--- src/rtl/mem_stage.sv ---
// Memory-access stage: performs loads/stores on a req/ready bus, stalls upstream while
// an access is outstanding, aborts after TIMEOUT wait cycles and registers the writeback.
module mem_stage #(
    parameter int TIMEOUT = 16,
    parameter int CNT_W   = 5
) (
    input  logic        clk,
    input  logic        rst,
    input  logic [31:0] ex_alu_result,
    input  logic [31:0] ex_write_data,
    input  logic        ex_mem_read,
    input  logic        ex_mem_write,
    input  logic        ex_reg_write,
    input  logic [4:0]  ex_rd,
    output logic [31:0] bp_mem,
    output logic        stall,
    output logic        dmem_req,
    output logic        dmem_we,
    output logic [31:0] dmem_addr,
    output logic [31:0] dmem_wdata,
    input  logic        dmem_ready,
    input  logic [31:0] dmem_rdata,
    output logic [31:0] wb_data,
    output logic [4:0]  wb_rd,
    output logic        wb_reg_write,
    output logic        misalign_err,
    output logic        bus_err
);

    localparam logic [CNT_W-1:0] LP_TIMEOUT = CNT_W'(TIMEOUT);

    typedef enum logic {S_IDLE, S_WAIT} state_t;

    state_t           r_state;
    state_t           w_next;
    logic [CNT_W-1:0] r_cnt;
    logic [31:0]      r_addr;
    logic             r_we;
    logic [31:0]      r_wdata;
    logic [4:0]       r_rd;
    logic             r_reg_write;
    logic [31:0]      r_wb_data;
    logic [4:0]       r_wb_rd;
    logic             r_wb_reg_write;
    logic             r_misalign_err;
    logic             r_bus_err;

    logic w_access;
    logic w_aligned;
    logic w_timeout;

    assign w_access  = ex_mem_read | ex_mem_write;
    assign w_aligned = (ex_alu_result[1:0] == 2'b00);
    assign w_timeout = (r_cnt == LP_TIMEOUT);
    assign bp_mem    = ex_alu_result;

    always_ff @(posedge clk or posedge rst) begin
        if (rst) begin
            r_state <= S_IDLE;
        end else begin
            r_state <= w_next;
        end
    end

    always_comb begin
        w_next = r_state;
        case (r_state)
            S_IDLE: if (w_access && w_aligned && !dmem_ready) w_next = S_WAIT;
            S_WAIT: if (dmem_ready || w_timeout) w_next = S_IDLE;
            default: w_next = S_IDLE;
        endcase
    end

    // Bus outputs are forced idle while reset is held so a frozen upstream access is not re-issued.
    always_comb begin
        dmem_req   = 1'b0;
        dmem_we    = ex_mem_write;
        dmem_addr  = ex_alu_result;
        dmem_wdata = ex_write_data;
        stall      = 1'b0;
        if (!rst) begin
            case (r_state)
                S_IDLE: begin
                    dmem_req = w_access && w_aligned;
                    stall    = w_access && w_aligned && !dmem_ready;
                end
                S_WAIT: begin
                    dmem_req   = dmem_ready || !w_timeout;
                    dmem_we    = r_we;
                    dmem_addr  = r_addr;
                    dmem_wdata = r_wdata;
                    stall      = !dmem_ready && !w_timeout;
                end
                default: ;
            endcase
        end
    end

    always_ff @(posedge clk or posedge rst) begin
        if (rst) begin
            r_cnt          <= '0;
            r_addr         <= '0;
            r_we           <= 1'b0;
            r_wdata        <= '0;
            r_rd           <= '0;
            r_reg_write    <= 1'b0;
            r_wb_data      <= '0;
            r_wb_rd        <= '0;
            r_wb_reg_write <= 1'b0;
            r_misalign_err <= 1'b0;
            r_bus_err      <= 1'b0;
        end else begin
            r_misalign_err <= 1'b0;
            r_bus_err      <= 1'b0;
            if (r_state == S_IDLE) begin
                if (!w_access) begin
                    r_wb_data      <= ex_alu_result;
                    r_wb_rd        <= ex_rd;
                    r_wb_reg_write <= ex_reg_write;
                end else if (!w_aligned) begin
                    r_misalign_err <= 1'b1;
                    r_wb_data      <= '0;
                    r_wb_rd        <= ex_rd;
                    r_wb_reg_write <= 1'b0;
                end else if (dmem_ready) begin
                    r_wb_data      <= ex_mem_write ? ex_alu_result : dmem_rdata;
                    r_wb_rd        <= ex_rd;
                    r_wb_reg_write <= ex_reg_write;
                end else begin
                    r_addr         <= ex_alu_result;
                    r_we           <= ex_mem_write;
                    r_wdata        <= ex_write_data;
                    r_rd           <= ex_rd;
                    r_reg_write    <= ex_reg_write;
                    r_cnt          <= CNT_W'(1);
                    r_wb_reg_write <= 1'b0;
                end
            end else begin
                if (dmem_ready) begin
                    r_wb_data      <= r_we ? r_addr : dmem_rdata;
                    r_wb_rd        <= r_rd;
                    r_wb_reg_write <= r_reg_write;
                    r_cnt          <= '0;
                end else if (w_timeout) begin
                    r_bus_err      <= 1'b1;
                    r_wb_data      <= '0;
                    r_wb_reg_write <= 1'b0;
                    r_cnt          <= '0;
                end else begin
                    r_cnt          <= r_cnt + CNT_W'(1);
                    r_wb_reg_write <= 1'b0;
                end
            end
        end
    end

    assign wb_data      = r_wb_data;
    assign wb_rd        = r_wb_rd;
    assign wb_reg_write = r_wb_reg_write;
    assign misalign_err = r_misalign_err;
    assign bus_err      = r_bus_err;

endmodule

--- config.mk ---
export PLATFORM = sky130hd
export DESIGN_NAME = mem_stage
export DESIGN_NICKNAME = d
export VERILOG_FILES = /design/src/rtl/mem_stage.sv
export SDC_FILE = /design/constraint.sdc
export NUM_CORES = 1
export LEC_CHECK = 0
export ABC_CLOCK_PERIOD_IN_PS = 6100
export BUFFER_PORTS_ARGS = -buffer_cell sky130_fd_sc_hd__buf_4
export CELL_PAD_IN_SITES_DETAIL_PLACEMENT = 1
export CELL_PAD_IN_SITES_GLOBAL_PLACEMENT = 1
export CORE_UTILIZATION = 41
export CTS_BUF_LIST = sky130_fd_sc_hd__clkbuf_2
export DETAILED_ROUTE_END_ITERATION = 6
export PLACE_DENSITY_LB_ADDON = 0.1
export SETUP_SLACK_MARGIN = 0.1
export SYNTH_ARGS = -nofsm -noshare
export SYNTH_HDL_FRONTEND = slang
export SYNTH_SLANG_ARGS = --single-unit
--- constraint.sdc ---
create_clock -name clk -period 6.1 [get_ports clk]
set_input_delay 0.915 -clock clk [delete_from_list [all_inputs] [get_ports clk]]
set_output_delay 0.915 -clock clk [all_outputs]
set_load 0.02 [all_outputs]
After elaboration in Yosys (flattened, before gate mapping)
Index checks and enable logic that the tools add are counted.
- $add $sub $neg: 1
- equal/unequal tests: 6
- mux-type cells: 43
- bitwise logic cells: 3
- reduce and logical (&&, ||, !) cells: 14
- operators with widths (cell ; count):
    two-way mux 32 bit ; 12
    two-way mux 5 bit ; 11
    two-way mux 1 bit ; 17
    case mux 1 bit (2 select lines) ; 3
    adder 5 x 1 -> 5 bit (second input constant) ; 1
    == test 5 bit (second input constant) ; 1
    != test 4 bit (second input constant) ; 1
    AND reduction 2 bit ; 2
    AND reduction 4 bit ; 1
    nonzero test 2 bit ; 2
    logical AND 1 bit ; 3
    != test 3 x 2 -> 1 bit (second input constant) ; 1
    != test 3 bit (second input constant) ; 1
    AND reduction 3 bit ; 1
    logical NOT 1 bit ; 2
    logical NOT 2 bit ; 1
    logical OR 1 bit ; 2
    != test 2 x 1 -> 1 bit (second input constant) ; 1
    != test 2 bit (second input constant) ; 1
    inverter 1 bit ; 2
    OR 1 bit ; 1
- flip-flop bits (word level): 117
- output and inout bits: 139

Logic depth before layout (Yosys ltp)
Gate-level depths: netlist of the first run.
- depth after elaboration: 5
- depth in mapped cells: 8
- gate-level depth less buffers: 6

Worst setup path before layout of the first run
No wires, ideal clock.
- path type: input to output
- start: input port dmem_ready
- end: output port stall
- data arrival time: 1.922 ns
- data required time: 5.185 ns
- slack: 3.263 ns
- stages: 5
- path buffers: 2
- cells stage by stage: nor3_1 -> a32oi_1 -> buf_4 -> buf_4 -> nor2_1
- longest elaborated chain between the ends: 4
- elaborated cells between the ends (all ways): 5
- classes of those cells: 2 x mux; 3 x reduce/logical
- RTL lines (what ; RTL line ; RTL):
    start, declared ; 21 ; input logic dmem_ready,
    logical NOT 1 bit (*) ; 85, 92 ;
    logical AND 1 bit (on tied branches) ; 92, 85 ;
    case mux 1 bit (2 select lines) (*) ; 82 ; case (r_state)
    two-way mux 1 bit (*) ; 81 ; if (!rst) begin
    end, declared ; 16 ; output logic stall,
Mark *: on every way between the ends. The rest lies on a longest branch, timed or not.

Worst setup path after layout of the first run
- start: register r_state
- end: output port dmem_wdata[12]
- longest elaborated chain between the ends: 2
- RTL lines (what ; RTL line ; RTL):
    start, declared ; 34 ; state_t r_state;
    start signal, assigned ; 61 ; r_state <= w_next;
    two-way mux 32 bit ; 82 ;
    two-way mux 32 bit ; 81 ;
    end, declared ; 20 ; output logic [31:0] dmem_wdata,
Every way passes these cells.

==> results of run 1 <==
-- state kept, by name (all words and copies together) (netlist names) --
signal / count
bus_err: 1
misalign_err: 1
r_addr: 32
r_cnt: 5
r_rd: 5
r_reg_write: 1
r_state: 1
r_wdata: 32
r_we: 1
wb_data: 32
wb_rd: 5
wb_reg_write: 1
-- area by class of cell --
class	instances	share of cell area, %
tap	220	3.03
timing repair buffer	254	21.0
clock buffer	17	0.936
inverter	6	0.275
antenna	1	0.0275
clock inverter	15	2.33
sequential	117	32.2
multi-input combinational	407	40.2
-- cell families (layout without fill, tap and decap cells) --
group           after synthesis  in the layout  share of synthesized area (%)
simple gates                 91             91                           6.18
buf+inv                      92            292                           8.16
other cells                   0              1                              0
fa+ha+maj                     2              2                          0.351
mux                         178            178                           31.1
xor+xnor                      1              1                          0.123
flops                       117            117                           41.1
compound gates              135            135                           13.1
-- layer usage --
metal  up-vias  part of all wire (%)  GRT usage [%]
met3        29                   5.7           5.18
met4         0                   2.3           9.47
met1      2979                    43           30.8
met2       208                    49           41.5
li1       2633                     -              -
met5         -                     0              0
-- worst max-delay path: stages, from the launching register on --
cell and delay [ns]:
dfrtp_2 1.04, inv_1 0.34, nor2_4 1.01, buf_4 0.53, mux2_2 0.39, buf_4 0.16
-- cells in the final DEF, fill, tap and decap left out, types with 6 or more instances in the layout --
cell type and instances:
nand2_1 34, mux2_2 70, dfrtp_1 115, mux2i_1 33, o22a_1 30, nor2_1 6
buf_4 254, nand3_1 32, clkbuf_2 17, o21ai_1 30, a21oi_1 35, a221oi_1 30
mux2_1 8, mux2_4 67
-- report_power, final --
part	internal, mW	switching [mW]	leakage, nW
Combinational	0.438	0.384	2.59
Clock	0.305	0.319	0.161
Sequential	0.931	0.120	1.42
-- through the flow --
stage | total power [mW] | setup slack [ns] | hold WS, ns | cells
after floorplan | 1.59 | 2.08 | 0.464 | 616
after CTS | 2.52 | 0.873 | 0.368 | 1036
after detailed placement | 1.89 | 1.70 | 0.479 | 1004
after global placement | 1.86 | 1.78 | 0.477 | 1004
final | 2.50 | 0.965 | 0.429 | 1037
after global routing | 2.62 | 0.668 | 0.351 | 1037
-- path summary, 6_finish.rpt --
| check | from | to | slack [ns] | depth (start not counted) |
|---|---|---|---|---|
| worst min-delay path | ex_write_data[4] | r_wdata[4] | 0.43 | 2 |
| max in group asynchronous | rst | r_state | 4.49 | 3 |
| worst max-delay path | r_state | dmem_wdata[12] | 0.96 | 5 |
| worst min register to register | wb_data[1] | wb_data[1] | 0.51 | 1 |
| min in group asynchronous | rst | r_addr[26] | 0.46 | 2 |
| worst max register to register | r_state | r_wdata[15] | 2.96 | 4 |
==> flow_summary.ini, run 1 <==
[cts]
insertion_delay_ns = 0.72
post_cts_resized = 0
cts_hold_buffers = 0
clock_sinks = 117
cts.htree.levels = 4
cts_setup_buffers = 0
cts_tree = yes
cts_buffers = 17
clockBufferDepth = 2
clk_pin_slew_worst_paths_ns = 0.19
clockRootBuffer = clkbuf_2

[timing]
worst_slew_pin_slew_ns = 1.22
hold_viol_final = 0
tns_ns = 0
fin_worst_skew_ns = 0.0326
fin_crit_ns = 5.14
finalMaxSlewViolations = 0
clock.fmax_mhz = 195
period_share_pct = 84.2
rsz0062_at_grt = no
slew_headroom_pct = 18.7
setup_viol = 0

[logic_synthesis]
synth_top_area_cell = dfrtp_1
synthTopCellsByArea = dfrtp_1, mux2_4, mux2_2, mux2i_1, a221oi_1
synthCells = 616
synth_nets = 725
synth-main-ff-cell = dfrtp_1
synth_edf_count = 0
synth-warning-count = 0
avgSynthCellArea_um2 = 11.6
synth_top_area_share_pct = 41.1
yosys_register_bits = 117
synth.distinct_cells = 38
yosysMostFrequentCell = dfrtp_1
ys_top_cells_by_count = dfrtp_1, mux2_2, mux2_4
synthesis.area_mm2 = 0.00713
async_reset_ff_share_pct = 100
ys_seq_area_share_pct = 41.1

[worst_setup_path]
end_kind = primary output
criticalPathCategory = reg -> out
critPathMaxFanout = 45
critPathLaunchType = flip-flop
cp.required_ns = 5.18
crit_arrival_ns = 4.22

[die]
die_h_um = 134
die_w_um = 134
ios = 246
dieArea_mm2 = 0.0179
coreArea_mm2 = 0.0168
num_rows = 47
start_util_pct = 42.5

[cells_and_area]
regArea_mm2 = 0.00293
utilization_pct = 54.2
multi_input_area_mm2 = 0.00365
fill_cells = 1847
nets = 912
area_growth_pct = 27.5
drive_above_1_share_pct = 52.7
stdcell_area_mm2 = 0.00909

[power_and_ir_drop]
vdd_drop_max_mv = 0.128
power_density_mw_per_mm2 = 275
power.leakage_nw = 4.17

[placement]
dp_hpwl_mm = 14.0
placed_area_mm2 = 0.00879
place.gp.congestion = 0.756
io_buffer_count = 245

[global_routing]
antenna_found_initial = 1
grt_pass1_vias = 6277
grtUsageTotal_pct = 24.6
grt_start_max_net_pins = 82
grt_overflow_total = 0
grt_pass1_wl_mm = 34.3

[flow_run]
drv_cap = 0

[route]
finalWirelength_mm = 21.4
vias = 5849
drt.antenna.violating_nets = 0
drc = 0
post_drt_wl_per_cell_um = 20.6
viasPerCell = 5.64
dr.pass1.iters = 6
drtIter0Drc = 303

[worst_hold_path]
min_path_type = in -> reg

[status]
status = completed
No activity file was read; power rests on OpenSTA's default activity.
==> inputs of run 2 (changes only) <==
ABC_CLOCK_PERIOD_IN_PS = 4900   (was 6100)
CORE_UTILIZATION = 40   (was 41)
clock period = 4.9 ns   (was 6.1 ns; I/O delays follow)
==> flow_summary.ini, run 2 (same netlist as run 1, synthesis figures left out) <==
[status]
status = completed

[cts]
cts_setup_buffers = 0
clock_sinks = 117
clockBufferDepth = 2
insertion_delay_ns = 0.70
cts_tree = yes
clockRootBuffer = clkbuf_2
cts_buffers = 17
cts.htree.levels = 4
clk_pin_slew_worst_paths_ns = 0.22

[die]
die_h_um = 136
ios = 246
dieArea_mm2 = 0.0184
die_w_um = 136
coreArea_mm2 = 0.0174
num_rows = 48
start_util_pct = 41.1

[timing]
hold_viol_final = 0
setup_viol = 0
period_share_pct = 75.6
fin_worst_skew_ns = 0.0253
worst_slew_pin_slew_ns = 0.882
tns_ns = 0
finalMaxSlewViolations = 0
rsz0062_at_grt = no
slew_headroom_pct = 41.2
fin_crit_ns = 3.70
hold_ws_ns = 0.252
clock.fmax_mhz = 270

[cells_and_area]
nets = 915
utilization_pct = 52.3
drive_above_1_share_pct = 53.0
fill_cells = 1888
multi_input_area_mm2 = 0.00365
final_common_cell = buf_4
stdcell_area_mm2 = 0.00907
final_cell_mix = buf_4, dfrtp_1, mux2_2, mux2_4, a21oi_1
area_growth_pct = 27.2
regArea_mm2 = 0.00293

[global_routing]
grt_start_max_net_pins = 66
grt_pass1_wl_mm = 33.4
use_met1_pct = 29.2
grt_use_met3_pct = 5.39
grtUsageTotal_pct = 24.0
grt_overflow_total = 0
met2_usage_pct = 41.3
antenna_found_initial = 1
grt_pass1_vias = 6262
busiest_layer = met2

[worst_setup_path]
cp.required_ns = 4.16
reg2reg_depth = 6
crit_arrival_ns = 2.97
critPathLaunchType = primary input
criticalPathCategory = in -> out
critPathMaxFanout = 44
end_kind = primary output

[route]
drt.antenna.violating_nets = 0
vias = 5801
drtIter0Drc = 217
finalWirelength_mm = 21.7
drc = 0
post_drt_wl_per_cell_um = 20.7
dr.pass1.iters = 6
viasPerCell = 5.55

[flow_run]
drv_cap = 0

[power_and_ir_drop]
p_int_mw = 1.90
pwr-share-comb_pct = 35.2
switching_share_pct = 35.6
power_density_mw_per_mm2 = 326
power.leakage_nw = 4.17
power_frac_seq_pct = 44.0
vdd_drop_max_mv = 0.130
power.switching_mw = 1.05
p_clk_share_pct = 20.8

[placement]
io_buffer_count = 245
place.gp.congestion = 0.754
dp_hpwl_mm = 14.5
placed_area_mm2 = 0.00883

[worst_hold_path]
holdPathStages = 2
min_path_type = in -> reg
## run 2: routing by layer
layer / share of wire [%] / wire, µm
met1: 42 / 9100
met2: 50 / 10800
met4: 1.7 / 365
met3: 6.6 / 1420
met5: 0 / 0
## run 2: final timing paths
| kind | start | to | slack [ns] |
|---|---|---|---|
| max in group asynchronous | rst | r_state | 3.20 |
| worst min register to register | wb_data[1] | wb_data[1] | 0.52 |
| worst max-delay path | rst | dmem_wdata[27] | 1.20 |
| worst min-delay path | ex_write_data[5] | r_wdata[5] | 0.25 |
| worst max register to register | r_state | wb_data[24] | 2.60 |
| min in group asynchronous | rst | wb_rd[4] | 0.60 |
## run 2: critical path, stage by stage
cell and delay, ns:
dlygate4sd3_1 0.54, buf_4 0.16, nor2_4 0.62, buf_12 0.32, mux2_2 0.39, buf_4 0.16
## run 2: final cells by class
type	instances	area share, %
multi-input cells	407	40.2
repair buffers	257	21.6
diodes	1	0.0276
well taps	225	3.10
clock inverters	13	1.42
clock buffers	19	1.05
flip-flops and latches	117	32.3
inverters	6	0.276
## run 2: timing repair
action	CTS	global route
endpoints found under the hold margin	24	0
resized for setup	0	0
setup endpoints to repair	0	0
hold buffers	1	0
## run 2: power groups by stage
stage	Sequential [mW]	Clock, mW	Combinational (mW)
2_1_floorplan	1.33	0	0.648
3_3_place_gp	1.30	0	1.01
3_5_place_dp	1.31	0	1.05
4_1_cts	1.30	0.637	1.05
5_1_grt	1.32	0.674	1.11
6_report	1.30	0.615	1.04
## run 2: per-stage QoR
| step | power (mW) | setup slack (ns) | std cells |
|---|---|---|---|
| floorplan | 1.98 | 1.06 | 616 |
| global placement | 2.31 | 1.78 | 1011 |
| detailed placement | 2.36 | 1.72 | 1011 |
| CTS | 2.99 | 1.17 | 1044 |
| global route | 3.11 | 1.11 | 1045 |
| finish | 2.96 | 1.20 | 1045 |
==> inputs of run 3 (changes only) <==
ABC_CLOCK_PERIOD_IN_PS = 3400   (was 4900)
CORE_UTILIZATION = 36   (was 40)
clock period = 3.4 ns   (was 4.9 ns; I/O delays follow)
==> flow_summary.ini, run 3 (same netlist as run 1, synthesis figures left out) <==
[route]
drtIter0Drc = 217
drt.antenna.violating_nets = 0
post_drt_wl_per_cell_um = 19.7
drc = 0
finalWirelength_mm = 22.5
dr.pass1.iters = 5
viasPerCell = 5.32
vias = 6080

[placement]
io_buffer_count = 245
place.gp.congestion = 0.782
pre_cts_ws_ns = 1.10
dp.cells = 1054
dp_hpwl_mm = 14.5

[cells_and_area]
final_cell_mix = buf_4, dfrtp_1, mux2_2, mux2_4, dlygate4sd3_1
multi_input_area_mm2 = 0.00365
fill_cells = 2097
drive_above_1_share_pct = 49.7
final_cells = 1143
nets = 973
area_growth_pct = 35.9
final_common_cell = buf_4
utilization_pct = 49.8
regArea_mm2 = 0.00293

[die]
die_w_um = 143
start_util_pct = 36.6
ios = 246
die_h_um = 143
dieArea_mm2 = 0.0204
coreArea_mm2 = 0.0195
num_rows = 51

[cts]
cts_tree = yes
cts_setup_buffers = 0
cts_buffers = 17
insertion_delay_ns = 0.70
clockBufferDepth = 2
cts.htree.levels = 4
clockRootBuffer = clkbuf_2
clock_sinks = 117
clk_pin_slew_worst_paths_ns = 0.18

[worst_setup_path]
reg2reg_depth = 5
critPathLaunchType = flip-flop
critPathMaxFanout = 38
end_kind = primary output
crit_arrival_ns = 2.36
cp.required_ns = 2.89
criticalPathCategory = reg -> out

[power_and_ir_drop]
power_density_mw_per_mm2 = 439
vdd_drop_max_mv = 0.186
power.leakage_nw = 4.40

[timing]
fin_worst_skew_ns = 0.0406
setup_viol = 0
slew_headroom_pct = 55.8
tns_ns = 0
clock.fmax_mhz = 349
finalMaxSlewViolations = 0
period_share_pct = 84.4
fin_crit_ns = 2.87
hold_viol_final = 0
rsz0062_at_grt = no
worst_slew_pin_slew_ns = 0.661
setup_slack_ns = 0.532

[worst_hold_path]
holdPathStages = 2
min_path_type = in -> reg

[flow_run]
drv_cap = 0

[global_routing]
grt_pass1_wl_mm = 35.2
grt_overflow_total = 0
antenna_found_initial = 1
grtUsageTotal_pct = 22.5
grt_pass1_vias = 6676
grt_start_max_net_pins = 95

[status]
status = completed
## run 3: final timing paths
| path | startpoint | endpoint | slack (ns) |
|---|---|---|---|
| setup / recovery | r_state | dmem_wdata[17] | 0.53 |
| hold / removal | ex_alu_result[6] | r_addr[6] | 0.09 |
| setup reg to reg | r_state | wb_data[22] | 1.15 |
| hold reg to reg | r_cnt[4] | r_cnt[4] | 0.52 |
| max in group asynchronous | rst | r_addr[5] | 2.03 |
| min in group asynchronous | rst | r_addr[24] | 0.44 |
## run 3: worst max-delay path, cell delays in order (launching register included)
cell and delay (ns):
dfrtp_2 0.40, inv_1 0.12, nor2_4 0.13, buf_4 0.43
mux2_2 0.41, buf_4 0.16
## run 3: final cells by class
type                            count  area share, %
Multi-Input combinational cell    407           37.7
Antenna cell                        1         0.0258
Timing Repair Buffer              315           26.2
Clock inverter                     15           1.20
Inverter                            6          0.271
Sequential cell                   117           30.3
Tap cell                          265           3.42
Clock buffer                       17          0.878
## run 3: timing repair
| item | 4_1_cts | 5_1_grt |
|---|---|---|
| hold buffers | 56 | 0 |
| resized for setup | 0 | 0 |
| hold endpoints to repair | 79 | 0 |
## run 3: metrics by stage
stage               hold slack (ns)  instance area [µm²]  power (mW)
detailed placement            0.487                 8920        3.40
finish                       0.0859                 9690        4.25
global placement              0.480                 8920        3.34
global route                 0.0337                 9690        4.48
floorplan                     0.464                 7130        2.85
CTS                        0.000392                 9680        4.31
## run 3: power by group
part           switching [mW]  total (mW)  internal [mW]
clock network           0.581       0.833          0.251
logic                   0.694        1.53          0.833
registers               0.224        1.89           1.67
total                    1.50        4.25           2.75
## run 3: per-layer routing
metal  GRT usage, %  part of all wire (%)  vias up
met5              0                     0        -
met2           39.6                    50      208
met3           4.96                   6.0       27
met1           26.6                    43     3090
met4           8.60                   1.5        0
li1               -                     -     2755
